`src/rtl/cpu_defs_pkg.sv`:
```
// Shared CPU definitions: opcodes, IR field positions, sequencer states, ALU codes.
package cpu_defs_pkg;

  localparam int OP_W      = 5;
  localparam int FLD_W     = 4;
  localparam int IR_OP_MSB = 31;
  localparam int IR_RA_MSB = 26;
  localparam int IR_RB_MSB = 22;
  localparam int IR_RC_MSB = 18;

  // Opcodes (IR[31:27])
  localparam logic [OP_W-1:0] OP_ADD  = 5'b00000;
  localparam logic [OP_W-1:0] OP_ROL  = 5'b00111;
  localparam logic [OP_W-1:0] OP_ADDI = 5'b01000;
  localparam logic [OP_W-1:0] OP_ANDI = 5'b01001;
  localparam logic [OP_W-1:0] OP_ORI  = 5'b01010;
  localparam logic [OP_W-1:0] OP_MUL  = 5'b01011;
  localparam logic [OP_W-1:0] OP_DIV  = 5'b01100;
  localparam logic [OP_W-1:0] OP_LD   = 5'b01101;
  localparam logic [OP_W-1:0] OP_ST   = 5'b01110;
  localparam logic [OP_W-1:0] OP_NOP  = 5'b11010;
  localparam logic [OP_W-1:0] OP_HALT = 5'b11011;

  // ALU operation codes; register-form ALU ops use the opcode value directly
  localparam logic [OP_W-1:0] ALU_ADD = 5'b00000;
  localparam logic [OP_W-1:0] ALU_AND = 5'b00010;
  localparam logic [OP_W-1:0] ALU_OR  = 5'b00011;

  typedef enum logic [3:0] {
    ST_RESET, ST_FETCH0, ST_FETCH1, ST_FETCH2, ST_FETCH3,
    ST_T3, ST_T4, ST_T5, ST_T6, ST_T7, ST_HALT
  } state_t;

  typedef enum logic [2:0] {
    CLS_ALUR, CLS_ALUI, CLS_MULDIV, CLS_LD, CLS_ST, CLS_NOP, CLS_HALT, CLS_ILL
  } op_class_t;

  // Group opcodes by the execute sequence they follow
  function automatic op_class_t op_class(input logic [OP_W-1:0] op);
    op_class_t c;
    if (op <= OP_ROL) c = CLS_ALUR;
    else begin
      case (op)
        OP_ADDI, OP_ANDI, OP_ORI: c = CLS_ALUI;
        OP_MUL, OP_DIV:           c = CLS_MULDIV;
        OP_LD:                    c = CLS_LD;
        OP_ST:                    c = CLS_ST;
        OP_NOP:                   c = CLS_NOP;
        OP_HALT:                  c = CLS_HALT;
        default:                  c = CLS_ILL;
      endcase
    end
    return c;
  endfunction

  // Immediate forms reuse the register-form ALU op of the same operation
  function automatic logic [OP_W-1:0] alui_op(input logic [OP_W-1:0] op);
    logic [OP_W-1:0] a;
    case (op)
      OP_ANDI: a = ALU_AND;
      OP_ORI:  a = ALU_OR;
      default: a = ALU_ADD;
    endcase
    return a;
  endfunction

endpackage

```
`src/rtl/reg_select_decoder.sv`:
```
// Register field to one-hot select decoder with enable.
module reg_select_decoder #(
  parameter int NREG = 16,
  parameter int SELW = 4
) (
  input  logic            i_en,
  input  logic [SELW-1:0] i_sel,
  output logic [NREG-1:0] o_onehot
);

  // One comparator per register; all zero when disabled
  for (genvar i = 0; i < NREG; i++) begin : g_bit
    assign o_onehot[i] = i_en & (int'(i_sel) == i);
  end

endmodule

```
`src/rtl/control_sequencer.sv`:
```
// Moore control sequencer: fetch, decode, execute one instruction at a time.
module control_sequencer
  import cpu_defs_pkg::*;
#(
  parameter int NREG = 16,
  parameter int OPW  = 5
) (
  input  logic            clk,
  input  logic            clr,
  input  logic [31:0]     ir,
  input  logic            mem_ready,
  input  logic            stop,
  output logic [NREG-1:0] r_in,
  output logic [NREG-1:0] r_out,
  output logic            PCin,
  output logic            PCout,
  output logic            IRin,
  output logic            Yin,
  output logic            Zin,
  output logic            MARin,
  output logic            MDRin,
  output logic            MDRout,
  output logic            HIin,
  output logic            LOin,
  output logic            Zhighout,
  output logic            Zlowout,
  output logic            IncPC,
  output logic            Cout,
  output logic            Read,
  output logic            Write,
  output logic [OPW-1:0]  alu_op,
  output logic            run,
  output logic            illegal_op
);

  state_t           r_state, w_next;
  logic [OPW-1:0]   w_op;
  logic [FLD_W-1:0] w_ra, w_rb, w_rc;
  op_class_t        w_cls;
  logic             w_in_en, w_out_en;
  logic [FLD_W-1:0] w_in_sel, w_out_sel;
  logic             w_unused_ir;

  assign w_op        = ir[IR_OP_MSB -: OPW];
  assign w_ra        = ir[IR_RA_MSB -: FLD_W];
  assign w_rb        = ir[IR_RB_MSB -: FLD_W];
  assign w_rc        = ir[IR_RC_MSB -: FLD_W];
  assign w_cls       = op_class(w_op);
  assign w_unused_ir = ^ir[IR_RC_MSB-FLD_W:0];

  // State register; clr overrides everything, including wait states
  always_ff @(posedge clk) begin
    if (clr) r_state <= ST_RESET;
    else     r_state <= w_next;
  end

  // Next-state: fetch, then a class-specific execute tail back to FETCH0
  always_comb begin
    w_next = r_state;
    case (r_state)
      ST_RESET:  w_next = ST_FETCH0;
      ST_FETCH0: w_next = stop ? ST_HALT : ST_FETCH1;
      ST_FETCH1: w_next = ST_FETCH2;
      ST_FETCH2: w_next = mem_ready ? ST_FETCH3 : ST_FETCH2;
      ST_FETCH3: w_next = ST_T3;
      ST_T3: begin
        case (w_cls)
          CLS_ALUR, CLS_ALUI, CLS_MULDIV, CLS_LD, CLS_ST: w_next = ST_T4;
          CLS_HALT: w_next = ST_HALT;
          default:  w_next = ST_FETCH0;
        endcase
      end
      ST_T4: w_next = ST_T5;
      ST_T5: w_next = (w_cls inside {CLS_MULDIV, CLS_LD, CLS_ST}) ? ST_T6 : ST_FETCH0;
      ST_T6: begin
        case (w_cls)
          CLS_LD:  w_next = mem_ready ? ST_T7 : ST_T6;
          CLS_ST:  w_next = ST_T7;
          default: w_next = ST_FETCH0;
        endcase
      end
      ST_T7: begin
        if (w_cls == CLS_ST) w_next = mem_ready ? ST_FETCH0 : ST_T7;
        else                 w_next = ST_FETCH0;
      end
      ST_HALT: w_next = ST_HALT;
      default: w_next = ST_RESET;
    endcase
  end

  // Output decode from state and IR; everything defaults to idle
  always_comb begin
    PCin = 1'b0; PCout = 1'b0; IRin = 1'b0; Yin = 1'b0; Zin = 1'b0;
    MARin = 1'b0; MDRin = 1'b0; MDRout = 1'b0; HIin = 1'b0; LOin = 1'b0;
    Zhighout = 1'b0; Zlowout = 1'b0; IncPC = 1'b0; Cout = 1'b0;
    Read = 1'b0; Write = 1'b0; alu_op = ALU_ADD; illegal_op = 1'b0;
    w_in_en = 1'b0; w_in_sel = w_ra; w_out_en = 1'b0; w_out_sel = w_rb;
    run = (r_state != ST_RESET) && (r_state != ST_HALT);
    case (r_state)
      ST_FETCH0: begin PCout = 1'b1; MARin = 1'b1; IncPC = 1'b1; Zin = 1'b1; end
      ST_FETCH1: begin Zlowout = 1'b1; PCin = 1'b1; end
      ST_FETCH2: begin Read = 1'b1; MDRin = 1'b1; end
      ST_FETCH3: begin MDRout = 1'b1; IRin = 1'b1; end
      ST_T3: begin
        case (w_cls)
          CLS_ALUR, CLS_ALUI, CLS_LD, CLS_ST: begin w_out_en = 1'b1; w_out_sel = w_rb; Yin = 1'b1; end
          CLS_MULDIV: begin w_out_en = 1'b1; w_out_sel = w_ra; Yin = 1'b1; end
          CLS_ILL:    illegal_op = 1'b1;
          default: ;
        endcase
      end
      ST_T4: begin
        case (w_cls)
          CLS_ALUR:   begin w_out_en = 1'b1; w_out_sel = w_rc; alu_op = w_op; Zin = 1'b1; end
          CLS_ALUI:   begin Cout = 1'b1; alu_op = alui_op(w_op); Zin = 1'b1; end
          CLS_MULDIV: begin w_out_en = 1'b1; w_out_sel = w_rb; alu_op = w_op; Zin = 1'b1; end
          CLS_LD, CLS_ST: begin Cout = 1'b1; Zin = 1'b1; end
          default: ;
        endcase
      end
      ST_T5: begin
        case (w_cls)
          CLS_ALUR, CLS_ALUI: begin Zlowout = 1'b1; w_in_en = 1'b1; end
          CLS_MULDIV:         begin Zlowout = 1'b1; LOin = 1'b1; end
          CLS_LD, CLS_ST:     begin Zlowout = 1'b1; MARin = 1'b1; end
          default: ;
        endcase
      end
      ST_T6: begin
        case (w_cls)
          CLS_MULDIV: begin Zhighout = 1'b1; HIin = 1'b1; end
          CLS_LD:     begin Read = 1'b1; MDRin = 1'b1; end
          // Store data enters MDR from the bus, not from memory
          CLS_ST:     begin w_out_en = 1'b1; w_out_sel = w_ra; MDRin = 1'b1; end
          default: ;
        endcase
      end
      ST_T7: begin
        case (w_cls)
          CLS_LD:  begin MDRout = 1'b1; w_in_en = 1'b1; end
          CLS_ST:  Write = 1'b1;
          default: ;
        endcase
      end
      default: ;
    endcase
  end

  reg_select_decoder #(.NREG(NREG), .SELW(FLD_W)) u_in_dec (
    .i_en(w_in_en), .i_sel(w_in_sel), .o_onehot(r_in)
  );

  reg_select_decoder #(.NREG(NREG), .SELW(FLD_W)) u_out_dec (
    .i_en(w_out_en), .i_sel(w_out_sel), .o_onehot(r_out)
  );

endmodule
```
`config.mk`:
```
export PLATFORM = sky130hd
export DESIGN_NAME = control_sequencer
export DESIGN_NICKNAME = d
export VERILOG_FILES = /design/src/rtl/cpu_defs_pkg.sv /design/src/rtl/reg_select_decoder.sv /design/src/rtl/control_sequencer.sv
export SDC_FILE = /design/constraint.sdc
export NUM_CORES = 1
export LEC_CHECK = 0
export CORE_UTILIZATION = 34
export CTS_CLUSTER_SIZE = 14
export DETAILED_ROUTE_END_ITERATION = 8
export PLACE_DENSITY_LB_ADDON = 0.08
export SLEW_MARGIN = 20
export SYNTH_ARGS = -nofsm -noshare
export SYNTH_HDL_FRONTEND = slang
export SYNTH_HIERARCHICAL = 1
export SYNTH_SLANG_ARGS = --single-unit
```
`constraint.sdc`:
```
create_clock -name clk -period 3.2 [get_ports clk]
set_input_delay 0.64 -clock clk [delete_from_list [all_inputs] [get_ports clk]]
set_output_delay 0.64 -clock clk [all_outputs]
set_load 0.05 [all_outputs]
```
==> impl_metrics.yaml, run 1 <==
sta:
  fin_crit_ps: 3790
  holdWs_ps: 625
  clock_skew_ps: 11.0
  maxSlewViolCount: 0
  max_freq_ghz: 0.264
  rsz0062_at_grt: "yes"
  tightest_slew_ps: 714
  finalSetupTns_ps: -7410
  setup_viol_count_final: 32
  fin_ws_ps: -593
  final_hold_viol_count: 0
  max-slew-margin-rel_pct: 51.2
  min_period_over_period_pct: 119
final_layout:
  fill_cells: 63
  area_delta_synth_final_pct: 170
  fin_nets: 351
  regMostFlops: "r_state"
  drive_above_1_share_pct: 54.6
  finalNonFillerCells: 359
  largest_register_ffs: 4
  final_core_util_pct: 96.4
  final_cell_area_um2: 3220
  top_regs: "r_state (4)"
  diodes: 0
power_and_ir_drop:
  p_int_mw: 0.282
  ir_drop_mv: 0.228
  power.density_nw_per_um2: 175
  p_switching_mw: 0.283
  leakage_nw: 1.26
  combPwrFrac_pct: 76.0
  p_total_mw: 0.565
  switching_share_pct: 50.1
  p_clk_share_pct: 12.6
  seq_power_share_pct: 11.4
outcome:
  violations: "setup timing"
  status: "finished with violations"
detailed_routing:
  drt_iter0_drc: 346
  routed_wl_um: 9480
  avgViaCountPerCell: 6.69
  drc: 0
  ant_nets: 0
  routedWlPerCell_um: 26.4
  vias: 2403
  drtPass1Iterations: 5
global_route:
  antenna_found_initial: 0
  grt_max_degree: 17
  grt_overflow_total: 0
  grt_pass1_vias: 2096
  grt_use_total_pct: 37.7
  grt_pass1_wl_um: 10400
floorplan:
  dieWidth_um: 61.2
  boundaryPins: 91
  rows: 21
  start_util_pct: 35.7
  dieArea_um2: 3740
  die_h_um: 61.2
  core_um2: 3340
clock_tree:
  root_buffer: "clkbuf_4"
  clock_sinks: 4
  clock_path_buffers: 2
  htreeDepth: 1
  worstSkewPairLatency_ps: 260
  cts_tree: "done"
  cts.reportedPaths.clkPinSlew_ps: 50
  cts_made_buffers: 3
  cts_hold_buf: 0
min_path:
  hold_end: "r_state[0]"
  hold_depth: 2
  holdCritPathClass: "reg -> reg"
  hold_path.startpoint: "r_state[2]"
worst_setup_path:
  cp-start-kind: "flip-flop"
  cp-end-kind: "primary output"
  critPathArrivalTime_ps: 3150
  critPathKind: "reg -> out"
  r2r-start: "r_state[2]"
  r2r_setup_slack_ps: 1130
  cp.required_ps: 2560
  worstPathMaxFanout: 15
  rr_endpoint: "r_state[3]"
  ff2ff_path_depth: 6
flow_run:
  max_cap_viol_count: 0
place:
  place.port_buffers: 74
  postPlaceCellArea_um2: 2820
  dp.cells: 339
  gp_congestion: 0.865
  place.detailed.hpwl_um: 4570
  place_ws_ps: -661
synth:
  yosys.area.top_type_share_pct: 10.7
  ys_seq_elements: 4
  synthDistinctLibCells: 49
  synth.area.top_cells: "nor2_1 (11%), dfxtp_1 (6.7%), nor3_1 (5.9%)"
  netlist_instances: 188
  synth_top_area_cell: "nor2_1"
  syn_area_um2: 1190
  seq_area_frac_synth_pct: 6.73
  synth_fp_nets: 224
  synth_edf_count: 0
  synth-async-reset-ratio_pct: 0
  yosysWarnings: 6
  syn_avg_cell_area_um2: 6.33
  yosys_most_used_dff: "dfxtp_1"
worst max-delay path by stage:
stage,from,end,slack [ps],cells after the start
6_report,r_state[1],r_out[4],-590,10
2_1_floorplan,ir[28],r_out[11],-320,7
3_5_place_dp,ir[29],r_out[13],-660,11
4_1_cts,ir[27],r_out[4],-90,10
3_3_place_gp,ir[29],r_out[13],-530,11
5_1_grt,r_state[1],r_out[4],-730,10
logic make-up after synthesis:
family	share of synthesized area, %
compound gates	27.1
xor+xnor	1.47
buf+inv	9.78
flops	6.73
mux	1.68
other cells	0.315
simple gates	52.9
power groups by stage:
stage / Combinational [mW] / Clock (mW) / Sequential (mW)
floorplan: 0.194 / 0 / 0.0598
global placement: 0.336 / 0 / 0.0612
detailed placement: 0.346 / 0 / 0.0624
CTS: 0.374 / 0.0680 / 0.0620
global route: 0.441 / 0.0725 / 0.0644
finish: 0.429 / 0.0711 / 0.0642
cell type report:
class,instances,area [µm²],share of cell area (%)
Sequential cell,4,86.3,2.68
Multi-Input combinational cell,161,1240,38.7
Timing Repair Buffer,138,1780,55.3
Inverter,7,26.3,0.816
Clock buffer,3,22.5,0.700
Tap cell,46,57.6,1.79
cells in the mapped netlist, types with 2 or more instances:
master and number:
nor2_1 34, nor3_1 14, o21ai_0 12, nand2_1 10, a21oi_1 9, nand2b_1 8, nand3_1 8, clkbuf_1 7
inv_1 7, nand3b_1 7, buf_4 5, dfxtp_1 4, nor2b_1 4, o211ai_1 4, a31oi_1 3, buf_2 3
nor3_2 3, o21bai_1 3, or3b_4 3, a2111oi_0 2, a211o_1 2, a21o_1 2, a221oi_1 2, and3_1 2
mux2i_1 2, nand4bb_1 2, nor3b_1 2, nor4_1 2, xor2_1 2
layer usage:
| metal | vias to the layer above | track usage [%] | part of all wire, % |
|---|---|---|---|
| li1 | 940 | - | - |
| met1 | 1086 | 40.0 | 32 |
| met2 | 270 | 69.3 | 47 |
| met3 | 107 | 7.56 | 12 |
| met4 | 0 | 21.1 | 8.3 |
| met5 | - | 0 | 0 |
timing repair:
action | CTS | global route
resized for setup | 61 | 31
setup buffers | 9 | 9
endpoints found under the setup margin | 32 | 32
pin swaps | 15 | 22
hold endpoints to repair | 0 | 0
placed cells by master (no fill, tap or decap), types with 3 or more instances in the layout:
cell type,count
o21bai_1,3
o21ai_0,7
clkdlybuf4s50_1,20
nor3_1,8
o211ai_1,4
nand3_1,7
a21oi_1,9
nor3_4,4
buf_12,50
inv_1,7
nor3_2,5
buf_4,50
nand2b_1,6
nor2_1,19
buf_6,15
nor2_4,13
clkbuf_4,3
nand3b_1,7
nand2_1,9
or3b_4,3
a31oi_1,3
worst max-delay path: stages, from the launching register on:
cell and delay, ps:
dfxtp_2 350, buf_4 200, nor2_1 340, a21oi_1 180, a221oi_4 410, buf_4 220, o211ai_1 240, buf_4 220
buf_4 140, nor3_2 390, buf_12 190
No activity file was read; power rests on OpenSTA's default activity.
==> inputs of run 2 (changes only) <==
Settings changed: ABC_AREA set to 0.
==> results of run 2 <==
The final DEF is identical to that of run 1; final timing and power are the same.
==> inputs of run 3 (changes only) <==
Settings changed: CORE_ASPECT_RATIO set to 0.75, SYNTH_HIERARCHICAL 1 to unset.
==> run 3 against run 2 <==
Net effect: the flow finishes with violations (DRC, setup timing); synthesized area decreased by 0.53%; utilization increased by 0.085 points; final cell count decreased by 2.2%; hold slack improved by 160 ps; sequential share of layout area decreased by 0.18 points; maximum frequency increased by 4.9%; critical endpoint is now r_out[13].
==> impl_metrics.yaml, run 3 <==
outcome:
  status: "finished with violations"
  violations: "DRC, setup timing"
detailed_routing:
  drtPass1Iterations: 9
  vias: 2598
  routedWlPerCell_um: 28.9
  drt_iter0_drc: 485
  routed_wl_um: 10100
  drc: 75
  avgViaCountPerCell: 7.40
  ant_nets: 0
synth:
  synth-async-reset-ratio_pct: 0
  yosysWarnings: 0
  synthDistinctLibCells: 50
  synth_top_area_cell: "nor2_1"
  syn_avg_cell_area_um2: 6.20
  yosys_most_used_dff: "dfxtp_1"
  synthTopCellsByCount: "nor2_1 (29), nor4_1 (17), nand2_1 (14)"
  yosys.area.top_type_share_pct: 9.20
  seq_area_frac_synth_pct: 6.77
  synth_fp_nets: 227
  syn_area_um2: 1180
  netlist_instances: 191
  ys_seq_elements: 4
  synth.area.top_cells: "nor2_1 (9.2%), nor4_1 (9.0%), dfxtp_1 (6.8%)"
  yosysMostFrequentCell: "nor2_1"
  synth_edf_count: 0
final_layout:
  final_common_cell: "buf_4"
  drive_above_1_share_pct: 53.1
  largest_register_ffs: 4
  fin_nets: 349
  top_regs: "r_state (4)"
  fill_cells: 65
  regMostFlops: "r_state"
  area_delta_synth_final_pct: 170
  final_cell_mix: "buf_4 (50), buf_12 (37), buf_6 (28)"
  diodes: 0
global_route:
  grt_use_total_pct: 39.3
  antenna_found_initial: 0
  grt_max_degree: 23
  grt_pass1_wl_um: 11100
  grt_overflow_total: 0
  grt_pass1_vias: 2172
floorplan:
  dieArea_um2: 3720
  core_um2: 3310
  start_util_pct: 35.8
  boundaryPins: 91
  rows: 18
  dieWidth_um: 70.1
  die_h_um: 53.1
clock_tree:
  cts_tree: "done"
  htreeDepth: 1
  cts_made_buffers: 3
  clock_path_buffers: 2
  root_buffer: "clkbuf_8"
  worstSkewPairLatency_ps: 230
  clock_sinks: 4
  cts.reportedPaths.clkPinSlew_ps: 40
sta:
  finalSetupTns_ps: -4740
  tightest_slew_ps: 549
  final_hold_viol_count: 0
  min_period_over_period_pct: 113
  max-slew-margin-rel_pct: 62.4
  rsz0062_at_grt: "yes"
  clock_skew_ps: 10.0
  max_freq_ghz: 0.276
  setup_viol_count_final: 16
  fin_ws_ps: -417
  fin_crit_ps: 3620
  maxSlewViolCount: 0
power_and_ir_drop:
  p_total_mw: 0.638
  power.density_nw_per_um2: 200
  leakage_nw: 1.29
  ir_drop_mv: 0.330
worst_setup_path:
  critPathArrivalTime_ps: 2980
  worstPathMaxFanout: 17
  r2r_setup_slack_ps: 1350
  cp-start-kind: "flip-flop"
  critical_path.endpoint: "r_out[13]"
  crit_start: "r_state[3]"
  r2r-start: "r_state[0]"
  critPathKind: "reg -> out"
  cp.required_ps: 2560
  ff2ff_path_depth: 5
  cp-end-kind: "primary output"
  rr_endpoint: "r_state[3]"
place:
  place.detailed.hpwl_um: 4230
  place_ws_ps: -579
  gp_congestion: 0.928
  place.port_buffers: 74
min_path:
  hold_path.startpoint: "r_state[2]"
  holdCritPathClass: "reg -> reg"
flow_run:
  max_cap_viol_count: 0
[run 3: worst min path at each step]
stage / endpoint / slack (ps) / cells past startpoint
after detailed placement: r_state[2] / 660 / 2
after CTS: r_state[2] / 670 / 2
final: r_state[2] / 780 / 3
after global placement: r_state[2] / 620 / 2
after global routing: r_state[2] / 770 / 2
after floorplan: r_state[2] / 640 / 4
[run 3: report_power, final]
| part | internal (mW) | switching (mW) | leakage [nW] | total (mW) |
|---|---|---|---|---|
| registers | 0.0557 | 0.00718 | 0.0330 | 0.0628 |
| clock network | 0.0809 | 0.0335 | 0.0216 | 0.114 |
| logic | 0.174 | 0.287 | 1.23 | 0.461 |
[run 3: through the flow]
stage,cell area [µm²],hold WS [ps],util (%),cells
3_5_place_dp,2680,659,81.1,331
2_1_floorplan,1330,644,-,191
6_report,3200,781,96.5,351
3_3_place_gp,2680,625,81.1,331
4_1_cts,3000,668,90.7,348
5_1_grt,3200,774,96.5,351
[run 3: logic make-up (layout without fill, tap and decap cells)]
kind of cell | Yosys count | count (layout) | synth area share [%]
simple gates | 106 | 106 | 47.5
compound gates | 49 | 49 | 33.0
buf+inv | 29 | 149 | 10.8
flops | 4 | 4 | 6.77
other cells | 1 | 1 | 0.317
xor+xnor | 1 | 1 | 0.740
mux | 1 | 1 | 0.951
[run 3: layer usage]
metal	part of all wire, %	track usage, %	wire length (µm)
met1	34	47.9	3470
met2	43	66.8	4390
met3	14	9.52	1430
met4	8.2	17.0	826
met5	0	0	0
[run 3: what timing repair did]
action / in CTS / in global routing
setup buffers: 14 / 3
gates resized for setup: 52 / 32
hold buffers: 0 / 0
pin swaps: 20 / 21
setup endpoints to repair: 32 / 16
[run 3: final cells by class]
cell class	instances	area, µm²	area share, %
inverter	9	33.8	1.06
sequential	4	80.1	2.51
multi-input combinational	158	1340	41.9
clock buffer	3	41.3	1.29
tap	40	50.0	1.57
timing repair buffer	137	1650	51.6
[run 3: worst max-delay path: stages, from the launching register on]
cell and delay [ps]:
dfxtp_1 330, buf_4 210, nand2b_2 330, o311ai_4 380, o221ai_2 200, buf_4 200
a222oi_1 430, buf_4 350, nor4_2 100, buf_4 200
